[config.mk]
export PLATFORM = sky130hd
export DESIGN_NAME = kerygma_mem_reqbuf_flat
export DESIGN_NICKNAME = d
export VERILOG_FILES = /design/src/rtl/kerygma_mem_reqbuf_if.sv /design/src/rtl/kerygma_mem_reqbuf.sv /design/src/flat_wrapper.sv
export SDC_FILE = /design/constraint.sdc
export NUM_CORES = 1
export LEC_CHECK = 0
export ABC_CLOCK_PERIOD_IN_PS = 3700
export CAP_MARGIN = 20
export CORE_AREA = 5 5 151 153
export CTS_BUF_LIST = sky130_fd_sc_hd__clkbuf_4
export CTS_CLUSTER_DIAMETER = 30
export DETAILED_ROUTE_END_ITERATION = 16
export DIE_AREA = 0 0 156 158
export GPL_TIMING_DRIVEN = 0
export PLACE_DENSITY = 0.83
export SLEW_MARGIN = 10
export SYNTH_ARGS = -nofsm -noshare
export SYNTH_HDL_FRONTEND = slang
export SYNTH_SLANG_ARGS = --single-unit
[constraint.sdc]
create_clock -name clk_i -period 3.7 [get_ports clk_i]
set_input_delay 0.555 -clock clk_i [delete_from_list [all_inputs] [get_ports clk_i]]
set_output_delay 0.555 -clock clk_i [all_outputs]
set_load 0.01 [all_outputs]
[src/rtl/kerygma_mem_reqbuf_if.sv]
// MemSplit32 bus: a request channel (req/ack with addr, we, wdata, be) and a
// read-response channel (resp pulse with rdata). There is no response for writes.
interface kerygma_mem_reqbuf_if;
    logic        req;
    logic [31:0] addr;
    logic        we;
    logic [31:0] wdata;
    logic [3:0]  be;
    logic        ack;
    logic        resp;
    logic [31:0] rdata;

    modport master (output req, addr, we, wdata, be, input  ack, resp, rdata);
    modport slave  (input  req, addr, we, wdata, be, output ack, resp, rdata);
endinterface

[src/rtl/kerygma_mem_reqbuf.sv]
// MemSplit32 request buffer: DEPTH-entry request FIFO, at most MAX_RD reads in flight, in-order responses.
// Define KERYGMA_MEMBUF_RESP_REG_EN to register the response path (+1 cycle on host.resp/host.rdata).
module kerygma_mem_reqbuf #(
    parameter int DEPTH  = 4,
    parameter int MAX_RD = 4
) (
    input  logic                 clk_i,
    input  logic                 rst_i,
    kerygma_mem_reqbuf_if.slave  host,
    kerygma_mem_reqbuf_if.master mem,
    output logic                 err_o
);
    localparam int PW = $clog2(DEPTH);
    localparam int CW = $clog2(DEPTH + 1);
    localparam int RW = $clog2(MAX_RD + 1);
    localparam logic [CW-1:0] FULL_CNT = CW'(DEPTH);
    localparam logic [RW-1:0] RD_LIMIT = RW'(MAX_RD);

    typedef struct packed {
        logic [31:0] addr;
        logic        we;
        logic [31:0] wdata;
        logic [3:0]  be;
    } entry_t;

    entry_t        fifo_q [DEPTH];
    entry_t        fifo_d [DEPTH];
    logic [PW-1:0] wr_ptr_q, wr_ptr_d;
    logic [PW-1:0] rd_ptr_q, rd_ptr_d;
    logic [CW-1:0] cnt_q, cnt_d;
    logic [RW-1:0] rd_cnt_q, rd_cnt_d;
    logic          err_q, err_d;
    logic          full, empty, push, pop, rd_inc, rd_dec;
    entry_t        head;

    assign full  = (cnt_q == FULL_CNT);
    assign empty = (cnt_q == '0);
    // Acceptance looks only at local state so the upstream path never waits on downstream.
    assign host.ack = !full && (host.we || (rd_cnt_q < RD_LIMIT));
    assign push     = host.req && host.ack;
    assign pop      = mem.req && mem.ack;
    assign rd_inc   = push && !host.we;
    assign rd_dec   = mem.resp && (rd_cnt_q != '0);

    assign head      = fifo_q[rd_ptr_q];
    assign mem.req   = !empty;
    assign mem.addr  = head.addr;
    assign mem.we    = head.we;
    assign mem.wdata = head.wdata;
    assign mem.be    = head.be;
    assign err_o     = err_q;

    always_comb begin
        fifo_d   = fifo_q;
        wr_ptr_d = wr_ptr_q;
        rd_ptr_d = rd_ptr_q;
        cnt_d    = cnt_q;
        rd_cnt_d = rd_cnt_q;
        if (push) begin
            fifo_d[wr_ptr_q] = '{addr: host.addr, we: host.we, wdata: host.wdata, be: host.be};
            wr_ptr_d         = wr_ptr_q + 1'b1;
        end
        if (pop) rd_ptr_d = rd_ptr_q + 1'b1;
        case ({push, pop})
            2'b10:   cnt_d = cnt_q + 1'b1;
            2'b01:   cnt_d = cnt_q - 1'b1;
            default: cnt_d = cnt_q;
        endcase
        // A response arriving with nothing outstanding is flagged, never underflows the count.
        case ({rd_inc, rd_dec})
            2'b10:   rd_cnt_d = rd_cnt_q + 1'b1;
            2'b01:   rd_cnt_d = rd_cnt_q - 1'b1;
            default: rd_cnt_d = rd_cnt_q;
        endcase
        err_d = err_q || (mem.resp && (rd_cnt_q == '0));
    end

    always_ff @(posedge clk_i or posedge rst_i) begin
        if (rst_i) begin
            wr_ptr_q <= '0;
            rd_ptr_q <= '0;
            cnt_q    <= '0;
            rd_cnt_q <= '0;
            err_q    <= 1'b0;
        end else begin
            wr_ptr_q <= wr_ptr_d;
            rd_ptr_q <= rd_ptr_d;
            cnt_q    <= cnt_d;
            rd_cnt_q <= rd_cnt_d;
            err_q    <= err_d;
        end
    end

    // Storage needs no reset: occupancy alone decides what is valid.
    always_ff @(posedge clk_i) begin
        fifo_q <= fifo_d;
    end

`ifdef KERYGMA_MEMBUF_RESP_REG_EN
    logic        resp_q, resp_d;
    logic [31:0] rdata_q, rdata_d;

    always_comb begin
        resp_d  = mem.resp;
        rdata_d = mem.resp ? mem.rdata : rdata_q;
    end

    always_ff @(posedge clk_i or posedge rst_i) begin
        if (rst_i) begin
            resp_q  <= 1'b0;
            rdata_q <= '0;
        end else begin
            resp_q  <= resp_d;
            rdata_q <= rdata_d;
        end
    end

    assign host.resp  = resp_q;
    assign host.rdata = rdata_q;
`else
    assign host.resp  = mem.resp;
    assign host.rdata = mem.rdata;
`endif
endmodule

[src/flat_wrapper.sv]
// flat-port wrapper written by rule: the top's interface ports become plain ports
module kerygma_mem_reqbuf_flat 
#(
    parameter int DEPTH  = 4,
    parameter int MAX_RD = 4
)
  (clk_i, rst_i, err_o, host_req, host_addr, host_we, host_wdata, host_be, host_ack, host_resp, host_rdata, mem_req, mem_addr, mem_we, mem_wdata, mem_be, mem_ack, mem_resp, mem_rdata);
  kerygma_mem_reqbuf_if host_i ();
  kerygma_mem_reqbuf_if mem_i ();
  input  logic clk_i;
  input  logic rst_i;
  output logic err_o;
  input wire logic [$bits(host_i.req)-1:0] host_req;
  input wire logic [$bits(host_i.addr)-1:0] host_addr;
  input wire logic [$bits(host_i.we)-1:0] host_we;
  input wire logic [$bits(host_i.wdata)-1:0] host_wdata;
  input wire logic [$bits(host_i.be)-1:0] host_be;
  output wire logic [$bits(host_i.ack)-1:0] host_ack;
  output wire logic [$bits(host_i.resp)-1:0] host_resp;
  output wire logic [$bits(host_i.rdata)-1:0] host_rdata;
  output wire logic [$bits(mem_i.req)-1:0] mem_req;
  output wire logic [$bits(mem_i.addr)-1:0] mem_addr;
  output wire logic [$bits(mem_i.we)-1:0] mem_we;
  output wire logic [$bits(mem_i.wdata)-1:0] mem_wdata;
  output wire logic [$bits(mem_i.be)-1:0] mem_be;
  input wire logic [$bits(mem_i.ack)-1:0] mem_ack;
  input wire logic [$bits(mem_i.resp)-1:0] mem_resp;
  input wire logic [$bits(mem_i.rdata)-1:0] mem_rdata;
  assign host_i.req = host_req;
  assign host_i.addr = host_addr;
  assign host_i.we = host_we;
  assign host_i.wdata = host_wdata;
  assign host_i.be = host_be;
  assign host_ack = host_i.ack;
  assign host_resp = host_i.resp;
  assign host_rdata = host_i.rdata;
  assign mem_req = mem_i.req;
  assign mem_addr = mem_i.addr;
  assign mem_we = mem_i.we;
  assign mem_wdata = mem_i.wdata;
  assign mem_be = mem_i.be;
  assign mem_i.ack = mem_ack;
  assign mem_i.resp = mem_resp;
  assign mem_i.rdata = mem_rdata;
  kerygma_mem_reqbuf #(.DEPTH(DEPTH), .MAX_RD(MAX_RD)) u_core (.clk_i(clk_i), .rst_i(rst_i), .host(host_i), .mem(mem_i), .err_o(err_o));
endmodule
==> results of run 1 <==
critical path, cell delays in order, from the launching register on:
cell	delay, ns
dfrtp_1	0.31
buf_2	0.25
clkbuf_1	0.62
mux4_2	0.42
clkdlybuf4s50_1	0.53
sequential cells by signal, indices dropped and copies added, names as in the netlist:
name and flops:
u_core.fifo_q 276, u_core.cnt_q 3, u_core.rd_cnt_q 3, u_core.rd_ptr_q 2, u_core.wr_ptr_q 2, u_core.err_o 1
worst paths after layout:
path                                           startpoint                             end  slack (ns)  depth (start not counted)
setup reg to reg              u_core.cnt_q[0]$_DFFE_PP0P_    u_core.fifo_q[202]$_DFFE_PP_        1.42                          4
hold / removal                                      rst_i  u_core.rd_ptr_q[0]$_DFFE_PP0P_        0.26                          2
hold reg to reg                    u_core.err_o$_DFF_PP0_          u_core.err_o$_DFF_PP0_        0.48                          1
max in group asynchronous                           rst_i          u_core.err_o$_DFF_PP0_        3.09                          2
setup / recovery           u_core.rd_ptr_q[1]$_DFFE_PP0P_                    mem_wdata[5]        0.39                          4
min in group clk_i                 u_core.err_o$_DFF_PP0_          u_core.err_o$_DFF_PP0_        0.48                          1
Yosys cell counts, drive strengths merged:
library cell / count / area, µm²
xnor2: 4 / 35.0
edfxtp: 276 / 8290
inv: 11 / 41.3
a211oi: 1 / 20.0
buf: 43 / 315
or3: 1 / 6.26
mux2: 1 / 11.3
fa: 2 / 40.0
mux4: 69 / 1550
dfrtp: 11 / 275
clkbuf: 6 / 22.5
a21o: 1 / 7.51
xor2: 5 / 43.8
a21oi: 1 / 5.00
nor2: 3 / 11.3
mux2i: 2 / 20.0
nand2: 1 / 3.75
or2b: 1 / 7.51
nor3: 1 / 5.00
and2: 4 / 25.0
nor2b: 2 / 12.5
o31a: 1 / 8.76
ha: 6 / 75.1
layout make-up:
class	instances	area (µm²)	share of cell area, %
inverters	11	41.3	0.295
plain buffers	49	338	2.42
flip-flops and latches	287	8560	61.2
multi-input cells	106	1900	13.6
repair buffers	182	1870	13.4
well taps	280	350	2.51
clock buffers	109	818	5.85
clock inverters	19	101	0.725
through the flow:
step,util [%],worst slack [ns],cells,instance area [µm²],hold WS [ns]
global route,65.3,0.148,1043,14000,0.227
finish,65.3,0.385,1043,14000,0.256
floorplan,-,0.656,453,10800,0.407
detailed placement,61.0,0.702,915,13100,0.477
CTS,65.3,0.254,1043,14000,0.200
global placement,60.5,-1.17,911,13000,0.443
kinds of logic after synthesis:
kind of cell | count (synthesis) | synth area share (%)
XOR/XNOR | 9 | 0.728
buffers and inverters | 60 | 3.50
AND/OR/NAND/NOR | 13 | 0.658
multiplexers | 72 | 14.6
AO/OA/AOI/OAI | 4 | 0.381
adder cells (fa/ha/maj) | 8 | 1.06
flip-flops | 287 | 79.0
per-layer routing:
| layer | part of all wire (%) | wire length (µm) |
|---|---|---|
| met5 | 0 | 0 |
| met2 | 52 | 11000 |
| met1 | 37 | 7880 |
| met4 | 2.5 | 522 |
| met3 | 7.7 | 1620 |
power by group through the flow:
stage	Clock (mW)	Combinational, mW	Sequential [mW]
2_1_floorplan	0	1.99	4.42
3_3_place_gp	0	3.55	4.47
4_1_cts	2.69	3.72	4.38
5_1_grt	2.87	3.88	4.41
6_report	2.59	3.62	4.37
3_5_place_dp	0	3.70	4.44
==> out/results.tsv, run 1 <==
stage	metric	value	unit
run_status	outcome	complete, no violations	
power	seq_power_share	41.3	%
timing	relSlewSlack	49.2	%
power	ir_drop	515	µV
synthesis	yosysSeqAreaShare	79.0	%
hold_path	worstHoldPathType	in -> async	
timing	post-route-min-period	3.31	ns
place	io_buffers	178	
clock_tree	numCtsBuffers	75	
global_route	track_usage	17.2	%
global_route	grt-busiest-layer	met2	
critical_path	cp-start-kind	flop	
global_route	antenna_found_initial	0	
die	die_y	158	µm
layout	layout_common_cells	edfxtp_1, clkdlybuf4s50_1, clkbuf_4	
die	die_area	24600	µm²
clock_tree	clockRootBuffer	clkbuf_4	
clock_tree	cts_repair_resize_count	0	
timing	final-hold-violation-count	0	
power	swShare	28.2	%
global_route	use_met2	29.1	%
critical_path	endpoint_kind	primary output	
clock_tree	clock_sinks	287	
clock_tree	cts.hold.buffers_added	0	
layout	nFillCells	1423	
layout	drive_gt1_share	30.9	%
timing	finClkSkew	0.0411	ns
global_route	grt_max_degree	54	
clock_tree	cts_tree	done	
die	initial_core_util	50.6	%
timing	report.final.slew_viol_count	0	
layout	antenna_cells	0	
route	drc_errors	0	
timing	period_share	89.6	%
route	drt-pass1-iter-count	4	
clock_tree	path_clk_slew	0.06	ns
synthesis	synthesis.nets	567	
layout	areaGrowthSynthToFinish	29.1	%
route	drt-vias-per-instance	5.19	
place	dp_hpwl	13.5	mm
synthesis	syn-mean-instance-area	23.9	µm²
place	routabilityCongestion	0.747	
timing	setup_violations	0	
power	p_per_area	756	nW/µm²
clock_tree	clk_latency	0.63	ns
power	p_leak	4.79	nW
route	routedWlPerCell	20.2	µm
die	die_x	156	µm
global_route	grt_first_pass_wirelength	32.2	mm
global_route	grt_pass1_vias	6030	
route	ant_nets	0	
route	vias	5408	
synthesis	ys_warn_count	0	
power	power.share.clock	24.5	%
layout	layout_commonest_cell	edfxtp_1	
critical_path	critPathMaxFanout	10	
clock_tree	cts_setup_buffers	0	
timing	rsz0062_at_grt	no	
route	drtIter0Drc	214	
synthesis	ys_ff_latch	287	
global_route	overflow	0	
synthesis	syn_area	10800	µm²
synthesis	synthDistinctLibCells	24	
critical_path	worst_ep_required_time	3.14	ns
route	routed_wl	21.0	mm
timing	max_freq	0.302	GHz
clock_tree	clockBufferDepth	3	
timing	tightest_slew	0.762	ns
die	rows	54	
global_route	met1_usage	20.6	%
layout	fin_nets	826	
global_route	grt_util_met3	5.44	%
die	core_area	21400	µm²
power	p_comb_share	34.2	%
power	p_int	7.59	mW
flow_run	cap_violations	0	
clock_tree	htreeDepth	3	
power	p_total	10.6	mW
synthesis	synth_cells	453	
critical_path	arrival	2.76	ns
critical_path	critical_path_class	reg -> out	
power	p_switching	2.98	mW
timing	setup-tns-final	0	ns
die	io_pins	211	
No activity file was read; power rests on OpenSTA's default activity.
==> inputs of run 2 (changes only) <==
- GPL_TIMING_DRIVEN: 0 -> default
==> out/results.tsv, run 2 (synthesized netlist as in run 1, its figures left out) <==
stage	metric	value	unit	change
clock_tree	path_clk_slew	0.06	ns	about the same
global_route	grt_first_pass_wirelength	31.1	mm	was 32.2 mm
layout	fin_nets	750		was 826
power	p_comb_share	30.9	%	was 34.2%
timing	rsz0062_at_grt	no		unchanged
power	p_leak	4.52	nW	was 4.79 nW
global_route	grt_pass1_vias	5778		was 6030
global_route	track_usage	16.6	%	was 17.2%
timing	final-hold-violation-count	0		unchanged
die	core_area	21400	µm²	unchanged
place	io_buffers	146		was 178
hold_path	worstHoldPathType	in -> async		unchanged
timing	report.final.slew_viol_count	0		unchanged
run_status	outcome	complete, no violations		unchanged
power	p_int	7.69	mW	was 7.59 mW
route	ant_nets	0		unchanged
critical_path	critPathMaxFanout	34		was 10
timing	setup_violations	0		unchanged
power	p_switching	2.92	mW	was 2.98 mW
clock_tree	cts_tree	done		unchanged
power	power.share.clock	26.3	%	was 24.5%
timing	setup-tns-final	0	ns	unchanged
die	die_area	24600	µm²	unchanged
die	die_y	158	µm	unchanged
clock_tree	clock_sinks	287		unchanged
clock_tree	numCtsBuffers	74		was 75
clock_tree	clk_latency	0.63	ns	about the same
layout	areaGrowthSynthToFinish	24.0	%	was 29.1%
clock_tree	cts_setup_buffers	0		unchanged
global_route	grt_max_degree	71		was 54
clock_tree	cts.hold.buffers_added	0		unchanged
clock_tree	clockRootBuffer	clkbuf_4		unchanged
critical_path	endpoint_kind	primary output		unchanged
power	ir_drop	649	µV	was 515 µV
route	routedWlPerCell	20.2	µm	about the same
place	dp_hpwl	12.0	mm	was 13.5 mm
place	routabilityCongestion	0.710		was 0.747
power	p_total	10.6	mW	about the same
layout	drive_gt1_share	29.9	%	was 30.9%
timing	finClkSkew	0.0282	ns	was 0.0411 ns
timing	relSlewSlack	30.4	%	was 49.2%
timing	post-route-min-period	3.31	ns	about the same
power	swShare	27.5	%	was 28.2%
clock_tree	cts_repair_resize_count	0		unchanged
timing	period_share	89.4	%	was 89.6%
die	die_x	156	µm	unchanged
clock_tree	clockBufferDepth	3		unchanged
critical_path	worst_ep_required_time	3.14	ns	about the same
layout	layout_commonest_cell	edfxtp_1		unchanged
flow_run	cap_violations	0		unchanged
global_route	overflow	0		unchanged
layout	nFillCells	1431		was 1423
die	io_pins	211		unchanged
critical_path	critical_path_class	reg -> out		unchanged
route	drtIter0Drc	220		was 214
critical_path	cp-start-kind	flop		unchanged
route	drt-vias-per-instance	5.22		was 5.19
layout	reg_top3	u_core.fifo_q: 276 flops, u_core.cnt_q: 3 flops, u_core.rd_cnt_q: 3 flops		unchanged
global_route	antenna_found_initial	2		was 0
place	postPlaceCellArea	12400	µm²	was 13100 µm²
critical_path	arrival	2.75	ns	was 2.76 ns
die	rows	54		unchanged
power	p_per_area	790	nW/µm²	was 756 nW/µm²
layout	largest_reg_flops	276		unchanged
layout	regMostFlops	u_core.fifo_q		unchanged
die	initial_core_util	50.6	%	unchanged
power	seq_power_share	42.8	%	was 41.3%
timing	max_freq	0.302	GHz	about the same
layout	postLayoutCellArea	13400	µm²	was 14000 µm²
layout	layout_common_cells	edfxtp_1, clkdlybuf4s50_1, clkbuf_4		unchanged
route	drc_errors	0		unchanged
route	drt-pass1-iter-count	4		unchanged
route	routed_wl	19.6	mm	was 21.0 mm
route	vias	5081		was 5408
timing	tightest_slew	1.04	ns	was 0.762 ns
clock_tree	htreeDepth	3		unchanged
==> run 2: metal layers <==
metal	up-vias	track usage (%)	routed length, µm
met1	2581	19.8	7400
met2	213	27.7	10100
met4	0	6.71	367
li1	2256	-	-
met3	31	6.01	1760
met5	-	0	0
==> run 2: final timing paths <==
path	depth (start not counted)	slack, ns	to	startpoint
setup / recovery	3	0.39	mem_addr[21]	u_core.rd_ptr_q[0]$_DFFE_PP0P_
hold / removal	2	0.25	u_core.rd_ptr_q[1]$_DFFE_PP0P_	rst_i
setup reg to reg	9	1.45	u_core.rd_cnt_q[2]$_DFFE_PP0P_	u_core.rd_cnt_q[2]$_DFFE_PP0P_
hold reg to reg	1	0.46	u_core.err_o$_DFF_PP0_	u_core.err_o$_DFF_PP0_
max in group asynchronous	2	3.13	u_core.rd_ptr_q[0]$_DFFE_PP0P_	rst_i
min in group clk_i	1	0.46	u_core.err_o$_DFF_PP0_	u_core.err_o$_DFF_PP0_
==> run 2: power groups by stage <==
stage	logic (mW)	registers, mW	clock network, mW
final	3.28	4.55	2.80
after global routing	3.52	4.61	3.11
after CTS	3.37	4.56	2.89
after detailed placement	3.35	4.63	0
after global placement	3.30	4.58	0
after floorplan	1.99	4.42	0
==> run 2: critical path: stages, from the launching register on <==
cell and delay, ns:
dfrtp_4 0.43, buf_4 0.54, mux4_2 0.62, clkdlybuf4s50_1 0.50
==> run 2: cell type report <==
type / instances / area (µm²) / area share (%)
flip-flops and latches: 287 / 8570 / 63.8
multi-input cells: 106 / 1900 / 14.2
repair buffers: 156 / 1560 / 11.6
clock buffers: 107 / 803 / 5.98
well taps: 280 / 350 / 2.61
clock inverters: 23 / 199 / 1.48
inverters: 11 / 41.3 / 0.307
diodes: 3 / 7.51 / 0.0559
==> run 2: per-stage QoR <==
| step | setup slack [ns] | hold WS [ns] | utilization [%] | std cells |
|---|---|---|---|---|
| floorplan | 0.656 | 0.407 | - | 453 |
| finish | 0.390 | 0.246 | 62.7 | 973 |
| global placement | 0.935 | 0.450 | 58.0 | 840 |
| CTS | 0.273 | 0.207 | 62.7 | 970 |
| detailed placement | 0.787 | 0.458 | 58.0 | 840 |
| global route | 0.187 | 0.244 | 62.7 | 972 |
==> inputs of run 3 (changes only) <==
- CORE_AREA: 5 5 151 153 -> 5 5 136 170
- DIE_AREA: 0 0 156 158 -> 0 0 141 175
- SLEW_MARGIN: 10 -> default
==> out/results.tsv, run 3 (synthesized netlist as in run 1, its figures left out) <==
stage	metric	value	unit	change
clock_tree	cts_repair_resize_count	0		unchanged
critical_path	startpoint	u_core.rd_ptr_q[0]$_DFFE_PP0P_		unchanged
place	dp_hpwl	12.5	mm	was 12.0 mm
route	ant_nets	0		unchanged
route	drc_errors	0		unchanged
clock_tree	path_clk_slew	0.07	ns	was 0.06 ns
timing	post-route-min-period	3.39	ns	was 3.31 ns
route	drt-pass1-iter-count	4		unchanged
run_status	outcome	complete, no violations		unchanged
place	routabilityCongestion	0.744		was 0.710
die	die_area	24700	µm²	was 24600 µm²
die	die_x	141	µm	was 156 µm
clock_tree	cts.hold.buffers_added	0		unchanged
clock_tree	clockBufferDepth	3		unchanged
timing	tightest_slew	1.01	ns	was 1.04 ns
clock_tree	cts_setup_buffers	0		unchanged
clock_tree	htreeDepth	3		unchanged
clock_tree	clk_latency	0.63	ns	about the same
critical_path	endpoint_kind	primary output		unchanged
layout	final_util	62.3	%	was 62.7%
layout	drive_gt1_share	27.6	%	was 29.9%
hold_path	worstHoldPathType	in -> async		unchanged
critical_path	crit_end	mem_wdata[15]		was mem_addr[21]
timing	period_share	91.7	%	was 89.4%
route	routedWlPerCell	21.0	µm	was 20.2 µm
power	p_leak	4.42	nW	was 4.52 nW
layout	layout_commonest_cell	edfxtp_1		unchanged
route	drtIter0Drc	307		was 220
critical_path	worstReg2RegEnd	u_core.rd_cnt_q[2]$_DFFE_PP0P_		unchanged
global_route	grt_max_degree	71		unchanged
place	pre_cts_ws	0.821	ns	was 0.787 ns
route	routed_wl	20.1	mm	was 19.6 mm
timing	finClkSkew	0.0298	ns	was 0.0282 ns
die	die_y	175	µm	was 158 µm
critical_path	worst_ep_required_time	3.14	ns	about the same
critical_path	cp-start-kind	flop		unchanged
die	core_area	21300	µm²	was 21400 µm²
clock_tree	clock_sinks	287		unchanged
critical_path	r2r_slack	1.47	ns	was 1.45 ns
timing	setup_violations	0		unchanged
global_route	grt_first_pass_wirelength	31.0	mm	was 31.1 mm
power	p_per_area	773	nW/µm²	was 790 nW/µm²
critical_path	r2r.worst_path.cells	9		unchanged
power	ir_drop	489	µV	was 649 µV
layout	largest_reg_flops	276		unchanged
timing	final-hold-violation-count	0		unchanged
global_route	overflow	0		unchanged
clock_tree	cts_tree	done		unchanged
critical_path	arrival	2.84	ns	was 2.75 ns
layout	fin_nets	741		was 750
clock_tree	clockRootBuffer	clkbuf_4		unchanged
timing	hold_ws	0.249	ns	was 0.246 ns
global_route	antenna_found_initial	2		unchanged
layout	nFillCells	1480		was 1431
place	io_buffers	146		unchanged
clock_tree	numCtsBuffers	67		was 74
flow_run	cap_violations	0		unchanged
timing	report.final.slew_viol_count	0		unchanged
layout	reg_top3	u_core.fifo_q: 276 flops, u_core.cnt_q: 3 flops, u_core.rd_cnt_q: 3 flops		unchanged
timing	max_freq	0.295	GHz	was 0.302 GHz
route	vias	5044		was 5081
global_route	track_usage	16.5	%	was 16.6%
route	drt-vias-per-instance	5.29		was 5.22
die	initial_core_util	50.8	%	was 50.6%
critical_path	critical_path_class	reg -> out		unchanged
layout	regMostFlops	u_core.fifo_q		unchanged
timing	relSlewSlack	32.8	%	was 30.4%
global_route	grt_pass1_vias	5631		was 5778
critical_path	regToRegStartpoint	u_core.cnt_q[0]$_DFFE_PP0P_		was u_core.rd_cnt_q[2]$_DFFE_PP0P_
timing	finalWorstSetupSlack	0.305	ns	was 0.390 ns
timing	setup-tns-final	0	ns	unchanged
timing	rsz0062_at_grt	no		unchanged
die	rows	60		was 54
layout	layout_common_cells	edfxtp_1, clkdlybuf4s50_1, clkbuf_4		unchanged
layout	areaGrowthSynthToFinish	22.6	%	was 24.0%
critical_path	critPathMaxFanout	29		was 34
die	io_pins	211		unchanged
==> run 3: changes by cell type in the layout (fill, tap and decap cells not counted) <==
cell,change
bufinv_16,-3
buf_4,-6
clkinv_2,-4
clkinv_1,+3
buf_12,+4
diode_2,-1
clkbuf_4,-11
==> run 3: worst min path at each step <==
stage	start	slack, ns	end	cells past startpoint
finish	rst_i	0.25	u_core.cnt_q[0]$_DFFE_PP0P_	2
detailed placement	u_core.err_o$_DFF_PP0_	0.45	u_core.err_o$_DFF_PP0_	1
CTS	rst_i	0.20	u_core.rd_ptr_q[1]$_DFFE_PP0P_	2
floorplan	rst_i	0.41	u_core.cnt_q[0]$_DFFE_PP0P_	1
global route	rst_i	0.24	u_core.rd_ptr_q[0]$_DFFE_PP0P_	2
global placement	u_core.err_o$_DFF_PP0_	0.44	u_core.err_o$_DFF_PP0_	1
==> run 3: where the power goes <==
group          leakage [nW]  internal (mW)  switching, mW
clock                 0.494           1.26           1.12
combinational          1.28           1.89           1.36
sequential             2.64           4.22          0.412
total                  4.42           7.37           2.90
==> run 3: worst max-delay path, cell delays in order, from the launching register on <==
cell             delay (ns)
dfrtp_4                0.82
buf_12                 0.30
mux4_2                 0.55
clkdlybuf4s50_1        0.54
==> run 3: final cells by class <==
cell class | instances | area (µm²) | area share (%)
sequential | 287 | 8570 | 64.5
multi-input combinational | 106 | 1900 | 14.3
timing repair buffer | 154 | 1600 | 12.0
clock buffer | 96 | 721 | 5.42
tap | 279 | 349 | 2.63
clock inverter | 19 | 100 | 0.753
inverter | 11 | 41.3 | 0.311
antenna | 2 | 5.00 | 0.0377
==> run 3: layer usage <==
layer	global-route usage (%)	part of all wire, %	up-vias	routed length (µm)
li1	-	-	2226	-
met1	19.8	38	2583	7610
met2	27.2	52	180	10400
met3	6.43	8.3	53	1670
met4	6.54	2.0	2	399
met5	0	0.065	-	13
==> run 3: stage by stage <==
stage | power [mW] | std cells | area [µm²]
CTS | 10.5 | 952 | 13300
detailed placement | 8.03 | 837 | 12500
floorplan | 6.41 | 453 | 10800
finish | 10.3 | 954 | 13300
global placement | 7.94 | 837 | 12500
global route | 10.8 | 954 | 13300
